===== config.mk =====
export PLATFORM = sky130hd
export DESIGN_NAME = instr_decode_q
export DESIGN_NICKNAME = d
export VERILOG_FILES = /design/src/rtl/instr_pkg.sv /design/src/rtl/instr_fields_dec.sv /design/src/rtl/instr_decode_q.sv
export SDC_FILE = /design/constraint.sdc
export NUM_CORES = 1
export LEC_CHECK = 0
export CAP_MARGIN = 10
export CORE_ASPECT_RATIO = 1.1
export CORE_MARGIN = 5
export CORE_UTILIZATION = 56
export DETAILED_ROUTE_END_ITERATION = 16
export PLACE_DENSITY = 0.8
export SLEW_MARGIN = 20
export SYNTH_ARGS = -nofsm -noshare
export SYNTH_HDL_FRONTEND = slang
export SYNTH_SLANG_ARGS = --single-unit

===== constraint.sdc =====
create_clock -name clk -period 2.2 [get_ports clk]
set_input_delay 0.22 -clock clk [delete_from_list [all_inputs] [get_ports clk]]
set_output_delay 0.22 -clock clk [all_outputs]
set_load 0.01 [all_outputs]

===== src/rtl/instr_pkg.sv =====
// +----------------------------------------------------------------------------+
// | Module      : instr_pkg                                                    |
// | Description : Shared definitions for the decode queue: format-class        |
// |               encodings, 5-bit opcode constants and the packed record of   |
// |               decoded register/format fields stored per queue entry.       |
// | Revision    : 1.0 - initial release                                        |
// +----------------------------------------------------------------------------+
`default_nettype none

package instr_pkg;

    // Format class reported on out_type
    typedef enum logic [1:0] {
        CLS_J  = 2'd0,  // J / JAL / HALT / NOP and anything unrecognised
        CLS_I1 = 2'd1,  // 5-bit immediate forms
        CLS_I2 = 2'd2,  // 8-bit immediate forms
        CLS_R  = 2'd3   // register-register forms
    } cls_e;

    // Opcodes, instr[15:11]
    localparam logic [4:0] OP_HALT  = 5'b00000;
    localparam logic [4:0] OP_NOP   = 5'b00001;
    localparam logic [4:0] OP_J     = 5'b00100;
    localparam logic [4:0] OP_JR    = 5'b00101;
    localparam logic [4:0] OP_JAL   = 5'b00110;
    localparam logic [4:0] OP_JALR  = 5'b00111;
    localparam logic [4:0] OP_ADDI  = 5'b01000;
    localparam logic [4:0] OP_SUBI  = 5'b01001;
    localparam logic [4:0] OP_XORI  = 5'b01010;
    localparam logic [4:0] OP_ANDNI = 5'b01011;
    localparam logic [4:0] OP_BEQZ  = 5'b01100;
    localparam logic [4:0] OP_BNEZ  = 5'b01101;
    localparam logic [4:0] OP_BLTZ  = 5'b01110;
    localparam logic [4:0] OP_BGEZ  = 5'b01111;
    localparam logic [4:0] OP_ST    = 5'b10000;
    localparam logic [4:0] OP_LD    = 5'b10001;
    localparam logic [4:0] OP_SLBI  = 5'b10010;
    localparam logic [4:0] OP_STU   = 5'b10011;
    localparam logic [4:0] OP_ROLI  = 5'b10100;
    localparam logic [4:0] OP_SLLI  = 5'b10101;
    localparam logic [4:0] OP_RORI  = 5'b10110;
    localparam logic [4:0] OP_SRLI  = 5'b10111;
    localparam logic [4:0] OP_LBI   = 5'b11000;
    localparam logic [4:0] OP_BTR   = 5'b11001;
    localparam logic [4:0] OP_SHFT  = 5'b11010;
    localparam logic [4:0] OP_ARITH = 5'b11011;
    localparam logic [4:0] OP_SEQ   = 5'b11100;
    localparam logic [4:0] OP_SLT   = 5'b11101;
    localparam logic [4:0] OP_SLE   = 5'b11110;
    localparam logic [4:0] OP_SCO   = 5'b11111;

    // Decoded fields kept per entry (immediate is stored separately because
    // its width is a parameter of the queue)
    typedef struct packed {
        cls_e       cls;
        logic [4:0] opcode;
        logic [2:0] rs;
        logic [2:0] rt;
        logic [2:0] rd;
    } fields_t;

endpackage

`default_nettype wire


===== src/rtl/instr_fields_dec.sv =====
// +----------------------------------------------------------------------------+
// | Module      : instr_fields_dec                                             |
// | Description : Purely combinational classifier and field extractor for one  |
// |               16-bit instruction word.                                     |
// |   instr   in  16     raw instruction                                       |
// |   cls     out 2      format class (instr_pkg::cls_e)                       |
// |   opcode  out 5      instr[15:11]                                          |
// |   rs/rt/rd out 3     register fields                                       |
// |   imm     out IMM_W  sign/zero-extended immediate                          |
// |   illegal out 1      opcode is not a defined instruction                   |
// | Revision    : 1.0 - initial release                                        |
// +----------------------------------------------------------------------------+
`default_nettype none

module instr_fields_dec
    import instr_pkg::*;
#(
    parameter int IMM_W = 16
)(
    input  logic [15:0]      instr,
    output cls_e             cls,
    output logic [4:0]       opcode,
    output logic [2:0]       rs,
    output logic [2:0]       rt,
    output logic [2:0]       rd,
    output logic [IMM_W-1:0] imm,
    output logic             illegal
);

    assign opcode = instr[15:11];
    assign rs     = instr[10:8];
    assign rt     = instr[7:5];

    always_comb begin
        cls     = CLS_J;
        imm     = '0;
        illegal = 1'b0;
        case (instr[15:11])
            OP_HALT, OP_NOP: begin
                cls = CLS_J;
            end
            OP_J, OP_JAL: begin
                imm = IMM_W'($signed(instr[10:0]));
            end
            OP_ADDI, OP_SUBI, OP_ST, OP_LD, OP_STU: begin
                cls = CLS_I1;
                imm = IMM_W'($signed(instr[4:0]));
            end
            OP_XORI, OP_ANDNI, OP_ROLI, OP_SLLI, OP_RORI, OP_SRLI: begin
                cls = CLS_I1;
                imm = IMM_W'(instr[4:0]);
            end
            OP_SLBI: begin
                cls = CLS_I2;
                imm = IMM_W'(instr[7:0]);
            end
            OP_LBI, OP_JR, OP_JALR, OP_BEQZ, OP_BNEZ, OP_BLTZ, OP_BGEZ: begin
                cls = CLS_I2;
                imm = IMM_W'($signed(instr[7:0]));
            end
            OP_BTR, OP_SHFT, OP_ARITH, OP_SEQ, OP_SLT, OP_SLE, OP_SCO: begin
                cls = CLS_R;
            end
            default: begin
                // Unknown opcodes look exactly like class 0 with a zero
                // immediate; only the illegal flag distinguishes them.
                illegal = 1'b1;
            end
        endcase
    end

    // Destination register location depends on the format
    always_comb begin
        rd = 3'd0;
        case (cls)
            CLS_R:   rd = instr[4:2];
            CLS_I1:  rd = instr[7:5];
            CLS_I2:  rd = instr[10:8];
            default: rd = 3'd0;
        endcase
    end

endmodule

`default_nettype wire


===== src/rtl/instr_decode_q.sv =====
// +----------------------------------------------------------------------------+
// | Module      : instr_decode_q                                               |
// | Description : Decode-at-enqueue instruction queue. Each accepted 16-bit    |
// |               word is decoded once and the full decoded record is stored;  |
// |               the head record is presented directly from storage.          |
// |   clk, rst_n          clock, synchronous active-low reset                  |
// |   in_instr/valid/ready  fetch side handshake                               |
// |   flush               drop all entries, clear halt (and error) latches     |
// |   out_valid/ready     consumer handshake                                   |
// |   out_type/opcode/rs/rt/rd/imm/err  decoded head entry (0 when empty)      |
// |   halted              a HALT has been queued                               |
// |   count               occupancy                                            |
// | Config      : INSTR_DECODE_Q_ILLEGAL_DET_EN - store an err bit per entry   |
// |               and stop accepting after any illegal opcode until flush.     |
// | Revision    : 1.0 - initial release                                        |
// +----------------------------------------------------------------------------+
`default_nettype none

module instr_decode_q
    import instr_pkg::*;
#(
    parameter int DEPTH = 4,
    parameter int IMM_W = 16
)(
    input  logic                   clk,
    input  logic                   rst_n,
    input  logic [15:0]            in_instr,
    input  logic                   in_valid,
    output logic                   in_ready,
    input  logic                   flush,
    output logic                   out_valid,
    input  logic                   out_ready,
    output logic [1:0]             out_type,
    output logic [4:0]             out_opcode,
    output logic [2:0]             out_rs,
    output logic [2:0]             out_rt,
    output logic [2:0]             out_rd,
    output logic [IMM_W-1:0]       out_imm,
    output logic                   out_err,
    output logic                   halted,
    output logic [$clog2(DEPTH):0] count
);

    localparam int               PTR_W    = $clog2(DEPTH);
    localparam int               CNT_W    = PTR_W + 1;
    localparam logic [CNT_W-1:0] FULL_CNT = CNT_W'(DEPTH);

    // ---------------------------------------------------------------- decode
    cls_e             dec_cls;
    logic [4:0]       dec_opcode;
    logic [2:0]       dec_rs;
    logic [2:0]       dec_rt;
    logic [2:0]       dec_rd;
    logic [IMM_W-1:0] dec_imm;
    logic             dec_illegal;
    fields_t          wr_fields;

    instr_fields_dec #(
        .IMM_W (IMM_W)
    ) u_fields_dec (
        .instr   (in_instr),
        .cls     (dec_cls),
        .opcode  (dec_opcode),
        .rs      (dec_rs),
        .rt      (dec_rt),
        .rd      (dec_rd),
        .imm     (dec_imm),
        .illegal (dec_illegal)
    );

    assign wr_fields = '{cls: dec_cls, opcode: dec_opcode,
                         rs: dec_rs, rt: dec_rt, rd: dec_rd};

    // ---------------------------------------------------------------- state
    logic [PTR_W-1:0] wr_ptr_q, wr_ptr_d;
    logic [PTR_W-1:0] rd_ptr_q, rd_ptr_d;
    logic [CNT_W-1:0] count_q,  count_d;
    logic             halted_q, halted_d;
    logic             full;
    logic             blocked;
    logic             push;
    logic             pop;

    fields_t          fields_mem_q [DEPTH];
    logic [IMM_W-1:0] imm_mem_q    [DEPTH];

`ifdef INSTR_DECODE_Q_ILLEGAL_DET_EN
    logic             err_mem_q [DEPTH];
    logic             err_seen_q, err_seen_d;

    assign blocked = halted_q | err_seen_q;
`else
    // Illegal opcodes are indistinguishable from class 0 in this build
    logic             unused_illegal;

    assign unused_illegal = dec_illegal;
    assign blocked        = halted_q;
`endif

    assign full     = (count_q == FULL_CNT);
    // Only registered state and flush feed in_ready; out_ready never does,
    // so a full queue does not accept even when the head is being popped.
    assign in_ready = !full && !blocked && !flush;
    assign push     = in_valid && in_ready;
    assign pop      = out_valid && out_ready;

    always_comb begin
        wr_ptr_d = wr_ptr_q;
        rd_ptr_d = rd_ptr_q;
        count_d  = count_q;
        halted_d = halted_q;
`ifdef INSTR_DECODE_Q_ILLEGAL_DET_EN
        err_seen_d = err_seen_q;
`endif
        if (flush) begin
            wr_ptr_d = '0;
            rd_ptr_d = '0;
            count_d  = '0;
            halted_d = 1'b0;
`ifdef INSTR_DECODE_Q_ILLEGAL_DET_EN
            err_seen_d = 1'b0;
`endif
        end else begin
            if (push) begin
                wr_ptr_d = wr_ptr_q + PTR_W'(1);
                if (dec_opcode == OP_HALT) begin
                    halted_d = 1'b1;
                end
`ifdef INSTR_DECODE_Q_ILLEGAL_DET_EN
                if (dec_illegal) begin
                    err_seen_d = 1'b1;
                end
`endif
            end
            if (pop) begin
                rd_ptr_d = rd_ptr_q + PTR_W'(1);
            end
            case ({push, pop})
                2'b10:   count_d = count_q + CNT_W'(1);
                2'b01:   count_d = count_q - CNT_W'(1);
                default: count_d = count_q;
            endcase
        end
    end

    always_ff @(posedge clk) begin
        if (!rst_n) begin
            wr_ptr_q <= '0;
            rd_ptr_q <= '0;
            count_q  <= '0;
            halted_q <= 1'b0;
`ifdef INSTR_DECODE_Q_ILLEGAL_DET_EN
            err_seen_q <= 1'b0;
`endif
        end else begin
            wr_ptr_q <= wr_ptr_d;
            rd_ptr_q <= rd_ptr_d;
            count_q  <= count_d;
            halted_q <= halted_d;
`ifdef INSTR_DECODE_Q_ILLEGAL_DET_EN
            err_seen_q <= err_seen_d;
`endif
        end
    end

    // Storage has no reset; occupancy alone decides what is meaningful.
    always_ff @(posedge clk) begin
        if (push) begin
            fields_mem_q[wr_ptr_q] <= wr_fields;
            imm_mem_q[wr_ptr_q]    <= dec_imm;
`ifdef INSTR_DECODE_Q_ILLEGAL_DET_EN
            err_mem_q[wr_ptr_q]    <= dec_illegal;
`endif
        end
    end

    // ---------------------------------------------------------------- output
    fields_t head;

    assign head       = fields_mem_q[rd_ptr_q];
    assign out_valid  = (count_q != '0);
    assign out_type   = out_valid ? head.cls    : 2'd0;
    assign out_opcode = out_valid ? head.opcode : 5'd0;
    assign out_rs     = out_valid ? head.rs     : 3'd0;
    assign out_rt     = out_valid ? head.rt     : 3'd0;
    assign out_rd     = out_valid ? head.rd     : 3'd0;
    assign out_imm    = out_valid ? imm_mem_q[rd_ptr_q] : '0;
`ifdef INSTR_DECODE_Q_ILLEGAL_DET_EN
    assign out_err    = out_valid & err_mem_q[rd_ptr_q];
`else
    assign out_err    = 1'b0;
`endif
    assign halted     = halted_q;
    assign count      = count_q;

endmodule

`default_nettype wire


# Yosys cells after proc, flatten, opt, wreduce, memory -nomap -nowiden
# Memory sizes are Yosys's and may differ from the RTL's. A register that Yosys moved wholly into a read port is not among the register bits.
# Index checks and enable logic that the tools add are counted.
[word_totals]
ff_bits = 8
ramBits = 128
in_bits = 21
out_inout_bits = 39
wordCells = 80
memories = 2
[classes]
add_sub_neg = 4
eq_ne = 34
mux = 16
bitwise = 1
reduce_logical = 19
[mem_list]
columns = ["name", "words", "width", "read_ports", "rd_clocked_by_memory_dff", "write_ports", "line", "rtl"]
rows = [
  ["fields_mem_q", 4, 16, 1, 1, 1, "instr_decode_q.sv:84", "fields_t fields_mem_q [DEPTH];"],
  ["imm_mem_q", 4, 16, 1, 1, 1, "instr_decode_q.sv:85", "logic [IMM_W-1:0] imm_mem_q [DEPTH];"],
]
[ops]
columns = ["cell", "count"]
rows = [
  ["5-bit == test, second input constant", 16],
  ["16-bit case mux with 5 select lines", 1],
  ["5-bit by 4-bit == test with 1-bit output, second input constant", 8],
  ["5-bit by 3-bit == test with 1-bit output, second input constant", 4],
  ["16-bit two-way mux", 1],
  ["7-bit OR reduction", 2],
  ["11-bit OR reduction", 1],
  ["2-bit two-way mux", 5],
  ["3-bit two-way mux", 3],
  ["3-bit case mux with 3 select lines", 1],
  ["8-bit OR reduction", 1],
  ["2-bit == test, second input constant", 3],
  ["2-bit case mux with 3 select lines", 1],
  ["3-bit case mux with 2 select lines", 1],
  ["6-bit OR reduction", 1],
  ["5-bit logical NOT", 1],
  ["5-bit two-way mux", 1],
  ["5-bit OR reduction", 1],
  ["2-bit by 1-bit adder with 2-bit output, second input constant", 2],
  ["2-bit by 1-bit == test with 1-bit output, second input constant", 2],
  ["1-bit logical AND", 4],
  ["2-bit OR reduction", 2],
  ["3-bit by 1-bit adder with 3-bit output, second input constant", 1],
  ["3-bit == test, second input constant", 1],
  ["other kinds (7)", 10],
]

# Logic depth before layout (Yosys ltp)
# Gate-level depths: netlist of the first run.
[depth]
word_depth = 7
depth_mapped = 9
depth_no_buf = 9

# Hierarchy
# Synthesis of the first run repeated with hierarchy kept, for this count alone.
[hier_totals]
hier_cells = 342
hier_area_um2 = 5886.9
[modules_own_cells]
columns = ["module", "instances", "cells_each", "area_per_inst_um2", "seq_area_each_um2"]
rows = [
  ["instr_decode_q", 1, 265, 5391.4, 4043.9],
  ["instr_fields_dec", 1, 77, 495.5, 0.0],
]

# Worst setup path before layout of the first run
# Ideal clock, no wire load.
[synth_timing]
kind = "register to register"
start = "register count_q[2] (netlist: count[2])"
end = "register count_q[2] (netlist: count[2])"
setup_time_ns = 0.071
arrival_ns = 2.064
required_time_ns = 2.129
setup_slack_ns = 0.066
path_stages_with_launch = 10
n_path_buf = 0
period_less_slack_ns = 2.134
cell_sequence = "dfxtp_1 nor3b_2 nor3_2 inv_1 ha_1 inv_1 fa_1 xor2_1 or3_1 a21oi_1"
[synth_via]
elab_chain_cells = 7
word_cells_on_any_way = 13
cone_classes = "add/sub (2); eq/ne (3); mux (1); reduce/logical (7)"
[synth_lines]
columns = ["element", "line", "rtl"]
rows = [
  ["start, declared", "instr_decode_q.sv:77", "logic [CNT_W-1:0] count_q, count_d;"],
  ["start signal, assigned", "instr_decode_q.sv:158", "count_q <= count_d;"],
  ["3-bit == test", "instr_decode_q.sv:100", "assign full = (count_q == FULL_CNT);"],
  ["1-bit logical NOT", "instr_decode_q.sv:103", "assign in_ready = !full && !blocked && !flush;"],
  ["1-bit logical AND (2 in a row)", "instr_decode_q.sv:103", ""],
  ["1-bit logical AND", "instr_decode_q.sv:104", "assign push = in_valid && in_ready;"],
  ["2-bit by 1-bit == test with 1-bit output or 2-bit == test (tied branches)", "instr_decode_q.sv:138", "case ({push, pop})"],
  ["3-bit case mux with 2 select lines or 2-bit nonzero test (tied branches)", "--", ""],
]
# Several ways; a longest one is shown, not always the timed one.
# A chain may end at the register's enable or synchronous reset.

==> run summary, run 1 <==
Critical Path Fanout Max = 6
Max clock buf depth = 2
Cell Area, Placed = 5960 um2
Routed wire per std cell = 22.1 um
Nets = 420
Num rows = 36
Switching part of the total = 0.224
IO Pins = 60
RSZ-0062 raised after global routing = true
Total power = 5.58 mW
Mapped Area = 5100 um2
Root Buffer = clkbuf_8
LEAKAGE = 2.43 nW
Port buffer count = 58
Drt pass-1 iters = 5
Register area share after synthesis = 0.675
Synth-to-Final Area Change = 31.0%
Global-route wire length before repair = 17.2 mm
Clock-pin slew on the worst setup and hold paths = 60 ps
GPL Wtd Cong = 0.774
PnR worst setup slack = -38.6 ps
Die area = 11100 um2
Synthesized instance count = 294
Largest net degree at the start of global routing = 28
Top cells by area, synth = edfxtp_1 64%, mux4_2 8.8%, dfxtp_1 3.9%, mux4_1 3.6%, nor2b_1 3.1%
EDFF count, synth = 108
Dpl hpwl = 6.38 mm
Worst Tran Pin Value = 699 ps
Cell area after layout = 6680 um2
Initial antenna violation count = 0
Cell variety after synth = 46
Largest area contributor in the netlist = edfxtp_1
CP startpoint kind = flop
Failing checks = setup timing
Synth Area per Inst = 17.4 um2
Register area = 3450 um2
Setup CP Type = reg2out
Yosys reg bits = 118
Number of fillers in the final layout = 474
# placed instances = 476
Sequential share of power = 0.450
Int Power = 4.33 mW
Core Footprint = 8870 um2
Critical path endpoint category = primary output
Clock Sinks = 118
Synth Net Count = 321
Setup Skew = 6.92 ps
Initial core utilization = 0.575
Final setup TNS = -264 ps
Number of max-cap violations = 0
GRT Residual Overflow = 0
Rel. slew slack = 0.527
H-tree levels = 4
Multi-input combinational cell area = 1480 um2
Final core occ = 0.753
PwrDens = 835 nW/um2
Async SR Flop Fraction = 0
Non-filler cells in the finished layout = 520
Status = finished, violations left
Final Hold Viols = 0
Most common flop cell mapped by yosys = edfxtp_1
Die Y-Extent = 110 um
Setup violators final = 14
Critical path arrival = 2020 ps
CP Data Required Time = 1980 ps
WHS = 360 ps
DR DRC count = 0
Vias per Instance = 5.83
Initial detailed-routing violation count = 314
Clock network fraction of total power = 0.480
Pre-CTS setup slack = -60.7 ps
GRT Overall Usage = 0.219
Peak supply drop = 0.646 mV
Switching pwr = 1.25 mW
Final Max Tran Viols = 0
Die Span X = 101 um
Fmax = 447 MHz
Vias = 3031
Minimum clock period = 2240 ps
Comb pwr share = 0.069
Layout cells sized above 1 = 0.365
Total Wirelength = 11.5 mm
Synth warn = 0
HP Class = in2reg
Remaining antenna violation count = 0
TritonCTS buffer count = 17
Diode count = 0
Vias in the first global route = 3155
Top cell type's share of synthesized area = 0.636
Tcrit/Tclk final = 1.02
Worst-Skew Late Latency = 520 ps
CTS tree = done
cells in the final DEF, fill, tap and decap left out, types with 3 or more instances in the layout:
cell             synthesis  final
a21oi_1                  3      3
a32oi_1                  3      3
and2_1                   9      9
buf_12                   2     11
buf_2                    7     25
buf_4                    6     24
buf_6                    2     10
clkbuf_16                0     16
clkdlybuf4s50_1          0     24
clkinv_4                 0      7
dfxtp_1                 10      7
edfxtp_1               108    108
ha_1                     5      5
inv_1                   17     17
inv_6                    0      4
mux4_1                   7      3
mux4_2                  20     24
nand2_1                  6      6
nand3_1                  3      3
nor2_1                  14     14
nor2b_1                 25     19
nor2b_4                  5     11
o21ai_0                  4      4
o221ai_1                 3      3
xor2_1                   6      6
state kept, by name, summed over array words and instances (netlist names), named ones only:
signal	cells
halted	1
wr_ptr_q	2
imm_mem_q	44
count	3
rd_ptr_q	2
fields_mem_q	64
power groups by stage:
| stage | combinational (mW) | sequential [mW] | clock, mW |
|---|---|---|---|
| finish | 0.385 | 2.51 | 2.68 |
| detailed placement | 0.358 | 2.56 | 0 |
| global placement | 0.348 | 2.56 | 0 |
| global route | 0.414 | 2.52 | 2.84 |
| CTS | 0.365 | 2.51 | 2.70 |
| floorplan | 0.186 | 2.56 | 0 |
metal layers:
layer  share of wire  track usage  vias up
met5               0            0        -
met4           0.018       0.0940        0
met3           0.079       0.0623       22
met2            0.53        0.383      171
met1            0.37        0.252     1510
li1                -            -     1328
cells by family (layout without fill, tap and decap cells):
logic type	Yosys count	count (layout)	synth area share
and+or+nand+nor	79	79	0.0996
buffers and inverters	35	147	0.0412
other	1	1	0.000735
DFF	118	118	0.675
AOI/OAI and AO/OA	21	21	0.0304
muxes	28	28	0.127
xor gates and xnor gates	6	6	0.0103
adders and majority gates	6	6	0.0162
cell type report:
class | count | share of cell area
Clock inverter | 14 | 0.0251
Clock buffer | 18 | 0.0626
Timing Repair Buffer | 98 | 0.143
Multi-Input combinational cell | 141 | 0.222
Inverter | 17 | 0.00955
Sequential cell | 118 | 0.516
Tap cell | 114 | 0.0214
synthesized netlist by cell type, types with 4 or more instances:
library cell / number
nor2b_4: 5
and2_1: 9
dfxtp_1: 10
edfxtp_1: 108
nor2_1: 14
mux4_1: 7
xor2_1: 6
buf_4: 6
inv_1: 17
mux4_2: 20
nand2_1: 6
buf_2: 7
nor2b_1: 25
o21ai_0: 4
ha_1: 5
critical path, cell delays in order, from the launching register on:
cell and delay, ps:
dfxtp_4 460, buf_12 170, buf_12 110, mux4_2 480
nor2b_4 150, buf_2 140
final timing paths:
check / cells after the start / from / endpoint / slack [ps]
hold / removal: 3 / in_valid / wr_ptr_q[1]$_SDFFE_PP0P_ / 360
setup / recovery: 5 / flop / out_imm[10] / -40
setup reg to reg: 9 / count[0]$_SDFFE_PP0P_ / count[2]$_SDFFE_PP0P_ / 110
hold reg to reg: 2 / wr_ptr_q[1]$_SDFFE_PP0P_ / wr_ptr_q[1]$_SDFFE_PP0P_ / 530
repair_timing:
action                                  4_1_cts  5_1_grt
hold buffers                                  0        0
endpoints found under the setup margin       34       34
gates resized for setup                     143       22
buffers inserted                              9        1
pin swaps                                     1        0
gates cloned                                  3        0
(Power assumes the default switching activity.)
==> run 2, diff against run 1 <==
--- a/config.mk
+++ b/config.mk
@@ -10,6 +10,7 @@
 export CORE_MARGIN = 5
 export CORE_UTILIZATION = 56
 export DETAILED_ROUTE_END_ITERATION = 16
+export HOLD_SLACK_MARGIN = 0.08
 export PLACE_DENSITY = 0.8
 export SLEW_MARGIN = 20
 export SYNTH_ARGS = -nofsm -noshare
==> results of run 2 <==
The final DEF is identical to that of run 1; final timing and power are the same.
